### config.mk
export PLATFORM = sky130hd
export DESIGN_NAME = debouncer_multi
export DESIGN_NICKNAME = d
export VERILOG_FILES = /design/src/rtl/debounce_pkg.sv /design/src/rtl/debounce_channel.sv /design/src/rtl/debouncer_multi.sv
export SDC_FILE = /design/constraint.sdc
export NUM_CORES = 1
export LEC_CHECK = 0
export ABC_AREA = 1
export BUFFER_PORTS_ARGS = -buffer_cell sky130_fd_sc_hd__buf_2
export CAP_MARGIN = 10
export CORE_UTILIZATION = 45
export DETAILED_ROUTE_END_ITERATION = 6
export HOLD_SLACK_MARGIN = 0.1
export SLEW_MARGIN = 0
export SYNTH_ARGS = -nofsm -noshare
export SYNTH_HDL_FRONTEND = slang
export SYNTH_SLANG_ARGS = --single-unit
### constraint.sdc
create_clock -name clk -period 1.8 [get_ports clk]
set_clock_uncertainty 0.05 [all_clocks]
set_input_delay 0.27 -clock clk [delete_from_list [all_inputs] [get_ports clk]]
set_output_delay 0.27 -clock clk [all_outputs]
set_load 0.005 [all_outputs]
### src/rtl/debounce_pkg.sv
`default_nettype none
// ============================================================================
// Module      : debounce_pkg
// Description : Shared types and helpers for the multi-channel debouncer:
//               hold-state encoding and the counter-width helper.
// Revision    : 1.0 - initial release
// ============================================================================
package debounce_pkg;

    // Per-channel hold tracking: released, pressed, pressed past the long mark
    typedef enum logic [1:0] {
        IDLE      = 2'd0,
        HELD      = 2'd1,
        LONG_DONE = 2'd2
    } holdState_t;

    // Number of bits needed to hold every value from 0 up to maxValue
    function automatic int cntWidth(input int unsigned maxValue);
        int w;
        w = 1;
        while ((longint'(1) << w) <= longint'(maxValue)) begin
            w = w + 1;
        end
        return w;
    endfunction

endpackage : debounce_pkg
`default_nettype wire

### src/rtl/debounce_channel.sv
`default_nettype none
// ============================================================================
// Module      : debounce_channel
// Description : One button channel: input synchroniser, stable-level
//               counter, debounced level with press/release pulses, and
//               a hold FSM that emits a single long-press pulse.
// Revision    : 1.0 - initial release
// ============================================================================
module debounce_channel
    import debounce_pkg::*;
#(
    parameter int DEBOUNCE_CYCLES = 1000000,
    parameter int LONG_CYCLES     = 100000000,
    parameter int SYNC_STAGES     = 2
) (
    input  logic clk,
    input  logic rst_n,
    input  logic btnIn,
    output logic btnOut,
    output logic btnPress,
    output logic btnRelease,
    output logic btnLong
);

    localparam int c_stableW = cntWidth(DEBOUNCE_CYCLES);
    localparam int c_holdW   = cntWidth(LONG_CYCLES);

    localparam logic [c_stableW-1:0] c_stableLast = c_stableW'(DEBOUNCE_CYCLES - 1);
    localparam logic [c_stableW-1:0] c_stableOne  = c_stableW'(1);
    localparam logic [c_holdW-1:0]   c_holdLast   = c_holdW'(LONG_CYCLES - 1);
    localparam logic [c_holdW-1:0]   c_holdMax    = {c_holdW{1'b1}};
    localparam logic [c_holdW-1:0]   c_holdOne    = c_holdW'(1);

    logic [SYNC_STAGES-1:0] r_syncChain;
    logic [c_stableW-1:0]   r_stableCnt;
    logic [c_holdW-1:0]     r_holdCnt;
    logic                   r_btnOut;
    logic                   r_btnPress;
    logic                   r_btnRelease;
    logic                   r_btnLong;
    holdState_t             r_state;
    holdState_t             w_stateNext;
    logic                   w_longNext;
    logic                   w_sync;
    logic                   w_differ;
    logic                   w_accept;
    logic                   w_rise;
    logic                   w_fall;

    // Shift the raw asynchronous level through the synchroniser chain
    always_ff @(posedge clk or negedge rst_n) begin
        if (!rst_n) begin
            r_syncChain <= '0;
        end else begin
            r_syncChain <= {r_syncChain[SYNC_STAGES-2:0], btnIn};
        end
    end

    assign w_sync   = r_syncChain[SYNC_STAGES-1];
    assign w_differ = (w_sync != r_btnOut);
    // The level change is accepted on the edge that would complete the run
    assign w_accept = w_differ && (r_stableCnt == c_stableLast);
    assign w_rise   = w_accept && !r_btnOut;
    assign w_fall   = w_accept && r_btnOut;

    // Count consecutive cycles the synchronised level disagrees with the output
    always_ff @(posedge clk or negedge rst_n) begin
        if (!rst_n) begin
            r_stableCnt <= '0;
        end else if (!w_differ || w_accept) begin
            r_stableCnt <= '0;
        end else begin
            r_stableCnt <= r_stableCnt + c_stableOne;
        end
    end

    // Debounced level plus edge pulses, all updated on the same edge
    always_ff @(posedge clk or negedge rst_n) begin
        if (!rst_n) begin
            r_btnOut     <= 1'b0;
            r_btnPress   <= 1'b0;
            r_btnRelease <= 1'b0;
        end else begin
            r_btnPress   <= w_rise;
            r_btnRelease <= w_fall;
            if (w_accept) begin
                r_btnOut <= ~r_btnOut;
            end
        end
    end

    // Hold FSM state register
    always_ff @(posedge clk or negedge rst_n) begin
        if (!rst_n) begin
            r_state <= IDLE;
        end else begin
            r_state <= w_stateNext;
        end
    end

    // Hold FSM transitions; the long pulse is requested on the HELD exit only
    always_comb begin
        w_stateNext = r_state;
        w_longNext  = 1'b0;
        case (r_state)
            IDLE: begin
                if (w_rise) begin
                    w_stateNext = HELD;
                end
            end
            HELD: begin
                if (w_fall) begin
                    w_stateNext = IDLE;
                end else if (r_holdCnt == c_holdLast) begin
                    w_stateNext = LONG_DONE;
                    w_longNext  = 1'b1;
                end
            end
            LONG_DONE: begin
                if (w_fall) begin
                    w_stateNext = IDLE;
                end
            end
            default: begin
                w_stateNext = IDLE;
            end
        endcase
    end

    // Hold counter runs only while HELD; held at zero otherwise so entry starts clean
    always_ff @(posedge clk or negedge rst_n) begin
        if (!rst_n) begin
            r_holdCnt <= '0;
        end else if (r_state != HELD) begin
            r_holdCnt <= '0;
        end else if (r_holdCnt != c_holdMax) begin
            r_holdCnt <= r_holdCnt + c_holdOne;
        end
    end

    // Register the long-press pulse
    always_ff @(posedge clk or negedge rst_n) begin
        if (!rst_n) begin
            r_btnLong <= 1'b0;
        end else begin
            r_btnLong <= w_longNext;
        end
    end

    assign btnOut     = r_btnOut;
    assign btnPress   = r_btnPress;
    assign btnRelease = r_btnRelease;
    assign btnLong    = r_btnLong;

endmodule : debounce_channel
`default_nettype wire

### src/rtl/debouncer_multi.sv
`default_nettype none
// ============================================================================
// Module      : debouncer_multi
// Description : CHANNELS independent button debouncers with press, release
//               and long-press pulses.
// Revision    : 1.0 - initial release
// ============================================================================
module debouncer_multi
    import debounce_pkg::*;
#(
    parameter int CHANNELS        = 4,
    parameter int DEBOUNCE_CYCLES = 1000000,
    parameter int LONG_CYCLES     = 100000000,
    parameter int SYNC_STAGES     = 2
) (
    input  logic                clk,
    input  logic                rst_n,
    input  logic [CHANNELS-1:0] btnIn,
    output logic [CHANNELS-1:0] btnOut,
    output logic [CHANNELS-1:0] btnPress,
    output logic [CHANNELS-1:0] btnRelease,
    output logic [CHANNELS-1:0] btnLong
);

    // Reject unsupported configurations at elaboration
    if (CHANNELS < 1 || CHANNELS > 32) begin : g_badChannels
        $error("debouncer_multi: CHANNELS must be 1..32");
    end
    if (DEBOUNCE_CYCLES < 1) begin : g_badDebounce
        $error("debouncer_multi: DEBOUNCE_CYCLES must be >= 1");
    end
    if (LONG_CYCLES <= DEBOUNCE_CYCLES) begin : g_badLong
        $error("debouncer_multi: LONG_CYCLES must exceed DEBOUNCE_CYCLES");
    end
    if (SYNC_STAGES < 2) begin : g_badSync
        $error("debouncer_multi: SYNC_STAGES must be >= 2");
    end

    // One fully independent channel per button
    for (genvar i = 0; i < CHANNELS; i++) begin : g_channel
        debounce_channel #(
            .DEBOUNCE_CYCLES (DEBOUNCE_CYCLES),
            .LONG_CYCLES     (LONG_CYCLES),
            .SYNC_STAGES     (SYNC_STAGES)
        ) u_channel (
            .clk        (clk),
            .rst_n      (rst_n),
            .btnIn      (btnIn[i]),
            .btnOut     (btnOut[i]),
            .btnPress   (btnPress[i]),
            .btnRelease (btnRelease[i]),
            .btnLong    (btnLong[i])
        );
    end

endmodule : debouncer_multi
`default_nettype wire

==> results of run 1 <==
==> Yosys cell counts, types with 7 or more instances <==
master     n  area share, %
nor2_2    19           0.91
nor2_1   368             11
buf_6      7           0.61
inv_1    199            5.7
buf_4     23            1.3
xor2_1    32            2.2
a21oi_1   14           0.54
ha_1       8           0.77
nor3_1    28            1.1
nand2_1  600             17
o31ai_1    7           0.40
dfrtp_1  220             42
nand4_1   35            1.7
o21ai_0   15           0.58
xnor2_1    8           0.54
nand3_1  212            8.2
or2_2     32            1.5
o21ai_1    9           0.35
==> final cells by class <==
type,instances,area (um2)
Tap cell,378,473
Timing Repair Buffer,86,691
Sequential cell,220,5510
Clock buffer,37,722
Multi-Input combinational cell,1429,6520
Clock inverter,6,70.1
Fill cell,2876,13300
Inverter,204,766
==> sequential cells by signal, summed over array words and instances (netlist names) <==
name	flops
g_channel.u_channel.r_state	8
g_channel.u_channel.btnLong	4
g_channel.u_channel.btnOut	4
g_channel.u_channel.r_holdCnt	108
g_channel.u_channel.r_syncChain	8
g_channel.u_channel.btnPress	4
g_channel.u_channel.r_stableCnt	80
g_channel.u_channel.btnRelease	4
==> placed cells by master, fill, tap and decap left out, types with 2 or more instances in the layout <==
cell type	count
a21oi_1	14
buf_12	6
buf_2	20
buf_4	54
clkbuf_1	8
clkbuf_16	26
clkbuf_8	3
clkinv_2	3
dfrtp_1	220
dlygate4sd3_1	5
ha_1	7
inv_1	199
inv_2	5
nand2_1	600
nand2_2	6
nand2_4	3
nand3_1	212
nand3_2	5
nand3_4	6
nand3b_1	5
nand4_1	35
nor2_1	365
nor2_2	20
nor2_4	8
nor3_1	27
nor3b_1	2
o21ai_0	15
o21ai_1	9
o21bai_1	6
o31ai_1	7
or2_2	32
xnor2_1	8
xor2_1	32
==> cell families after synthesis <==
group                      after synthesis  share of synthesized area, %
and+or+nand+nor                       1326                          43.8
AOI/OAI and AO/OA                       51                          2.21
xor gates and xnor gates                40                          2.69
DFF                                    220                          42.3
buffers and inverters                  245                          8.19
adders and majority gates                8                         0.770
==> worst paths after layout <==
path                                                  startpoint                                    end  slack, ns  depth (start not counted)
min in group clk           g_channel[1].u_channel.r_syncChain[0]  g_channel[1].u_channel.r_syncChain[1]       0.30                          0
max in group asynchronous                                  rst_n    g_channel[1].u_channel.r_holdCnt[6]       0.92                          3
hold reg to reg            g_channel[1].u_channel.r_syncChain[0]  g_channel[1].u_channel.r_syncChain[1]       0.30                          0
hold / removal                                             rst_n   g_channel[2].u_channel.r_holdCnt[12]       0.16                          2
setup reg to reg            g_channel[0].u_channel.r_holdCnt[22]    g_channel[0].u_channel.r_holdCnt[1]       0.10                          6
setup / recovery            g_channel[0].u_channel.r_holdCnt[22]    g_channel[0].u_channel.r_holdCnt[1]       0.10                          6
==> power by group <==
part | internal, mW | switching [mW] | total (mW)
sequential | 4.98 | 0.0208 | 5.00
combinational | 0.0730 | 0.174 | 0.247
clock | 2.91 | 2.00 | 4.91
total | 7.96 | 2.20 | 10.2
==> metal layers <==
metal | GRT usage [%] | part of all wire [%]
met5 | 0 | 0
met4 | 4.66 | 1.5
met3 | 2.29 | 4.3
met2 | 36.0 | 45
met1 | 30.0 | 49
==> worst max-delay path, delay by kind of cell, from the launching register on <==
| family | cells | cell delay (ns) |
|---|---|---|
| DFF | 1 | 0.38 |
| AOI/OAI and AO/OA | 1 | 0.19 |
| and+or+nand+nor | 5 | 1.01 |
==> what timing repair did <==
| item | in CTS | in global routing |
|---|---|---|
| gates resized for setup | 0 | 7 |
| endpoints found under the hold margin | 224 | 0 |
| endpoints found under the setup margin | 0 | 48 |
| hold buffers | 5 | 0 |
| setup buffers | 0 | 4 |
==> stage by stage <==
step,power [mW],instances
finish,10.2,2360
global route,10.6,2360
CTS,10.3,2352
detailed placement,5.34,2304
global placement,5.33,2304
floorplan,5.17,1890
==> flow_metrics.env, run 1 <==
export IMPL_p_per_area_nw_per_um2=689
export IMPL_max_freq_ghz=0.589
export IMPL_clockBufferDepth=3
export IMPL_ioPinCount=22
export IMPL_period_minus_slack_ns=1.70
export IMPL_synth_edf_count=0
export IMPL_fin_setup_tns_ns=0
export IMPL_cts_root_buf="clkbuf_16"
export IMPL_clkSinkCount=220
export IMPL_initial_core_util_pct=46.3
export IMPL_setup_ws_ns=0.103
export IMPL_clock_latency_ns=0.54
export IMPL_finalSetupViolCount=0
export IMPL_wl_um=31100
export IMPL_startpoint_type="flip-flop"
export IMPL_yosysWarningCount=0
export IMPL_num_rows=61
export IMPL_pre_cts_slack_ns=0.0371
export IMPL_cpPeakStageDelay_ns=0.38
export IMPL_grt_pass1_vias=10900
export IMPL_netlist_area_um2=13000
export IMPL_grt_pass1_wl_um=52200
export IMPL_wl_per_cell_um=13.2
export IMPL_die_h_um=172
export IMPL_hold_path_class="input pin to asynchronous set/reset pin"
export IMPL_grt_ovfl_total=0
export IMPL_grt_max_degree=54
export IMPL_syn_nets=1904
export IMPL_path_class="flip-flop to flip-flop"
export IMPL_crit_chain="nand2_1, nor2_1, nand2_1, nor2_2, nand3_4, o21ai_1"
export IMPL_antenna_found_initial=0
export IMPL_antenna_left=0
export IMPL_drcViolationCount=3
export IMPL_synth_avg_cell_area_um2=6.88
export IMPL_port_buffers=21
export IMPL_gp_congestion=0.927
export IMPL_htreeDepth=1
export IMPL_slew_viol_final=0
export IMPL_syn_instance_count=1890
export IMPL_irDropWorstVdd_uv=646
export IMPL_yosysUniqueCellTypes=33
export IMPL_crit_fanout=13
export IMPL_drtPass1Iterations=7
export IMPL_vias=11800
export IMPL_synth_seq_cells=220
export IMPL_drive_gt1_share_pct=10.3
export IMPL_required_ns=2.20
export IMPL_vias_per_cell=4.98
export IMPL_async_flop_share_pct=100
export IMPL_status="finished, violations left"
export IMPL_cp_common_cell="nand2_1"
export IMPL_area_delta_synth_final_pct=13.4
export IMPL_place_detailed_hpwl_um=22900
export IMPL_utilization_pct=52.5
export IMPL_drv_cap=0
export IMPL_end_kind="flip-flop"
export IMPL_grtUsageTotal_pct=21.5
export IMPL_worst_slew_pin_slew_ns=0.506
export IMPL_critical_path_slowest_cell="dfrtp_1"
export IMPL_nets=1981
export IMPL_die_area_um2=29600
export IMPL_power_leakage_nw=6.90
export IMPL_path_clk_slew_ns=0.06
export IMPL_design_area_um2=14700
export IMPL_cts_tree="yes"
export IMPL_relSlewSlack_pct=66.2
export IMPL_drt_iter0_drc=745
export IMPL_hold_violations=0
export IMPL_n_antenna_cell=0
export IMPL_cts_buffers=26
export IMPL_arrival_ns=2.10
export IMPL_worst_hold_slack_ns=0.165
export IMPL_post_route_period_util_pct=94.3
export IMPL_die_w_um=172
export IMPL_core_area_um2=28100
export IMPL_synth_main_ff_cell="dfrtp_1"
export IMPL_synth_seq_area_share_pct=42.3
export IMPL_failed_checks="design-rule violations"
export IMPL_placed_area_um2=13800
Power figures use the tool's default switching activity.
==> run 2, diff against run 1 <==
--- a/config.mk
+++ b/config.mk
@@ -8,9 +8,12 @@
 export ABC_AREA = 1
 export BUFFER_PORTS_ARGS = -buffer_cell sky130_fd_sc_hd__buf_2
 export CAP_MARGIN = 10
-export CORE_UTILIZATION = 45
+export CELL_PAD_IN_SITES_DETAIL_PLACEMENT = 1
+export CELL_PAD_IN_SITES_GLOBAL_PLACEMENT = 2
+export CORE_UTILIZATION = 37
 export DETAILED_ROUTE_END_ITERATION = 6
 export HOLD_SLACK_MARGIN = 0.1
+export PLACE_DENSITY_LB_ADDON = 0.1
 export SLEW_MARGIN = 0
 export SYNTH_ARGS = -nofsm -noshare
 export SYNTH_HDL_FRONTEND = slang
==> flow_metrics.env, run 2 (synthesis results as in run 1) <==
export IMPL_status="complete, no violations"
export IMPL_hold_violations=0
export IMPL_wl_um=37200
export IMPL_startpoint_type="flip-flop"
export IMPL_cts_root_buf="clkbuf_16"
export IMPL_irDropWorstVdd_uv=811
export IMPL_period_minus_slack_ns=1.67
export IMPL_fillers=4455
export IMPL_worst_slew_pin_slew_ns=0.479
export IMPL_clock_latency_ns=0.56
export IMPL_p_per_area_nw_per_um2=731
export IMPL_grt_pass1_vias=12600
export IMPL_cts_buffers=28
export IMPL_required_ns=2.20
export IMPL_htreeDepth=1
export IMPL_layout_commonest_cell="nand2_1"
export IMPL_post_route_period_util_pct=92.9
export IMPL_num_rows=68
export IMPL_drcViolationCount=0
export IMPL_crit_fanout=13
export IMPL_die_area_um2=35900
export IMPL_path_class="flip-flop to flip-flop"
export IMPL_n_antenna_cell=0
export IMPL_power_leakage_nw=6.99
export IMPL_antenna_found_initial=0
export IMPL_vias=12000
export IMPL_worst_hold_slack_ns=0.171
export IMPL_end_kind="flip-flop"
export IMPL_cp_startpoint="g_channel[2].u_channel.r_holdCnt[20]"
export IMPL_pre_cts_slack_ns=0.0491
export IMPL_final_cell_mix="600 x nand2_1, 366 x nor2_1, 220 x dfrtp_1, 212 x nand3_1, 199 x inv_1"
export IMPL_grt_pass1_wl_um=62500
export IMPL_max_freq_ghz=0.598
export IMPL_finalSetupViolCount=0
export IMPL_die_w_um=189
export IMPL_core_area_um2=34500
export IMPL_fin_setup_tns_ns=0
export IMPL_antenna_left=0
export IMPL_place_detailed_hpwl_um=28300
export IMPL_relSlewSlack_pct=68.0
export IMPL_port_buffers=21
export IMPL_drtPass1Iterations=5
export IMPL_critical_path_slowest_cell="dfrtp_1"
export IMPL_nets=1981
export IMPL_die_h_um=189
export IMPL_drt_iter0_drc=412
export IMPL_largestRegisters="g_channel.u_channel.r_holdCnt x108, g_channel.u_channel.r_stableCnt x80"
export IMPL_crit_family="simple AND/OR/NAND/NOR gates"
export IMPL_gp_congestion=0.841
export IMPL_clkSinkCount=220
export IMPL_grt_ovfl_total=0
export IMPL_initial_core_util_pct=37.6
export IMPL_grt_setup_unrepaired="yes"
export IMPL_path_clk_slew_ns=0.06
export IMPL_drv_cap=0
export IMPL_instances_no_fill=2443
export IMPL_r2r_start="g_channel[2].u_channel.r_holdCnt[20]"
export IMPL_cpPeakStageDelay_ns=0.40
export IMPL_grt_max_degree=45
export IMPL_grtUsageTotal_pct=21.2
export IMPL_arrival_ns=2.07
export IMPL_drive_gt1_share_pct=10.7
export IMPL_placed_cells=2386
export IMPL_hold_path_class="input pin to asynchronous set/reset pin"
export IMPL_largest_register="g_channel.u_channel.r_holdCnt"
export IMPL_largest_reg_flops=108
export IMPL_area_delta_synth_final_pct=15.0
export IMPL_critPathBufInv=0
export IMPL_crit_chain="nand2_1, nor2_2, nand2_1, nor2_2, nand3_4, o31ai_1"
export IMPL_clockBufferDepth=3
export IMPL_cts_tree="yes"
export IMPL_wl_per_cell_um=15.2
export IMPL_ioPinCount=22
export IMPL_utilization_pct=43.3
export IMPL_slew_viol_final=0
export IMPL_vias_per_cell=4.91
export IMPL_setup_ws_ns=0.128
run 2: worst paths after layout:
path                       cells after the start  slack [ns]                                    end
min                                            2        0.17  g_channel[2].u_channel.r_stableCnt[6]
max in group asynchronous                      3        0.89    g_channel[1].u_channel.r_holdCnt[2]
min in group clk                               0        0.30  g_channel[1].u_channel.r_syncChain[1]
max reg2reg                                    6        0.13    g_channel[2].u_channel.r_holdCnt[8]
min reg2reg                                    0        0.30  g_channel[1].u_channel.r_syncChain[1]
max                                            6        0.13    g_channel[2].u_channel.r_holdCnt[8]
run 2: layout make-up:
| type | instances | area (um2) | area share (%) |
|---|---|---|---|
| clock buffers | 38 | 810 | 5.41 |
| clock inverters | 13 | 115 | 0.770 |
| inverters | 204 | 766 | 5.12 |
| multi-input cells | 1426 | 6470 | 43.3 |
| flip-flops and latches | 220 | 5510 | 36.8 |
| well taps | 455 | 569 | 3.81 |
| repair buffers | 87 | 723 | 4.83 |
run 2: metrics by stage:
step | cell area [um2] | total power [mW]
final | 15000 | 10.9
after global routing | 15000 | 11.3
after CTS | 14900 | 11.1
after detailed placement | 14000 | 5.36
after global placement | 14000 | 5.35
after floorplan | 13000 | 5.17
run 2: report_power, final:
part	total (mW)	internal (mW)	switching, mW	leakage, nW
Sequential	5.00	4.98	0.0203	3.05
Clock	5.67	3.41	2.26	0.469
Combinational	0.266	0.0771	0.188	3.47
Total	10.9	8.46	2.47	6.99
run 2: worst register-to-register path, cell delays in order, from the launching register on:
cell and delay [ns]:
dfrtp_1 0.40, nand2_1 0.12, nor2_2 0.20, nand2_1 0.11, nor2_2 0.28, nand3_4 0.24
o31ai_1 0.16
run 2: repair_timing:
action,4_1_cts,5_1_grt
gates resized for setup,0,4
buffers inserted,0,0
setup endpoints to repair,0,45
endpoints found under the hold margin,224,0
hold buffers,5,0
run 2: routing by layer:
layer | part of all wire, % | GRT usage [%] | vias up
met5 | 0 | 0 | -
met4 | 1.7 | 4.31 | 0
met3 | 2.5 | 2.82 | 41
met2 | 48 | 36.1 | 97
met1 | 48 | 28.6 | 5819
li1 | - | - | 6048
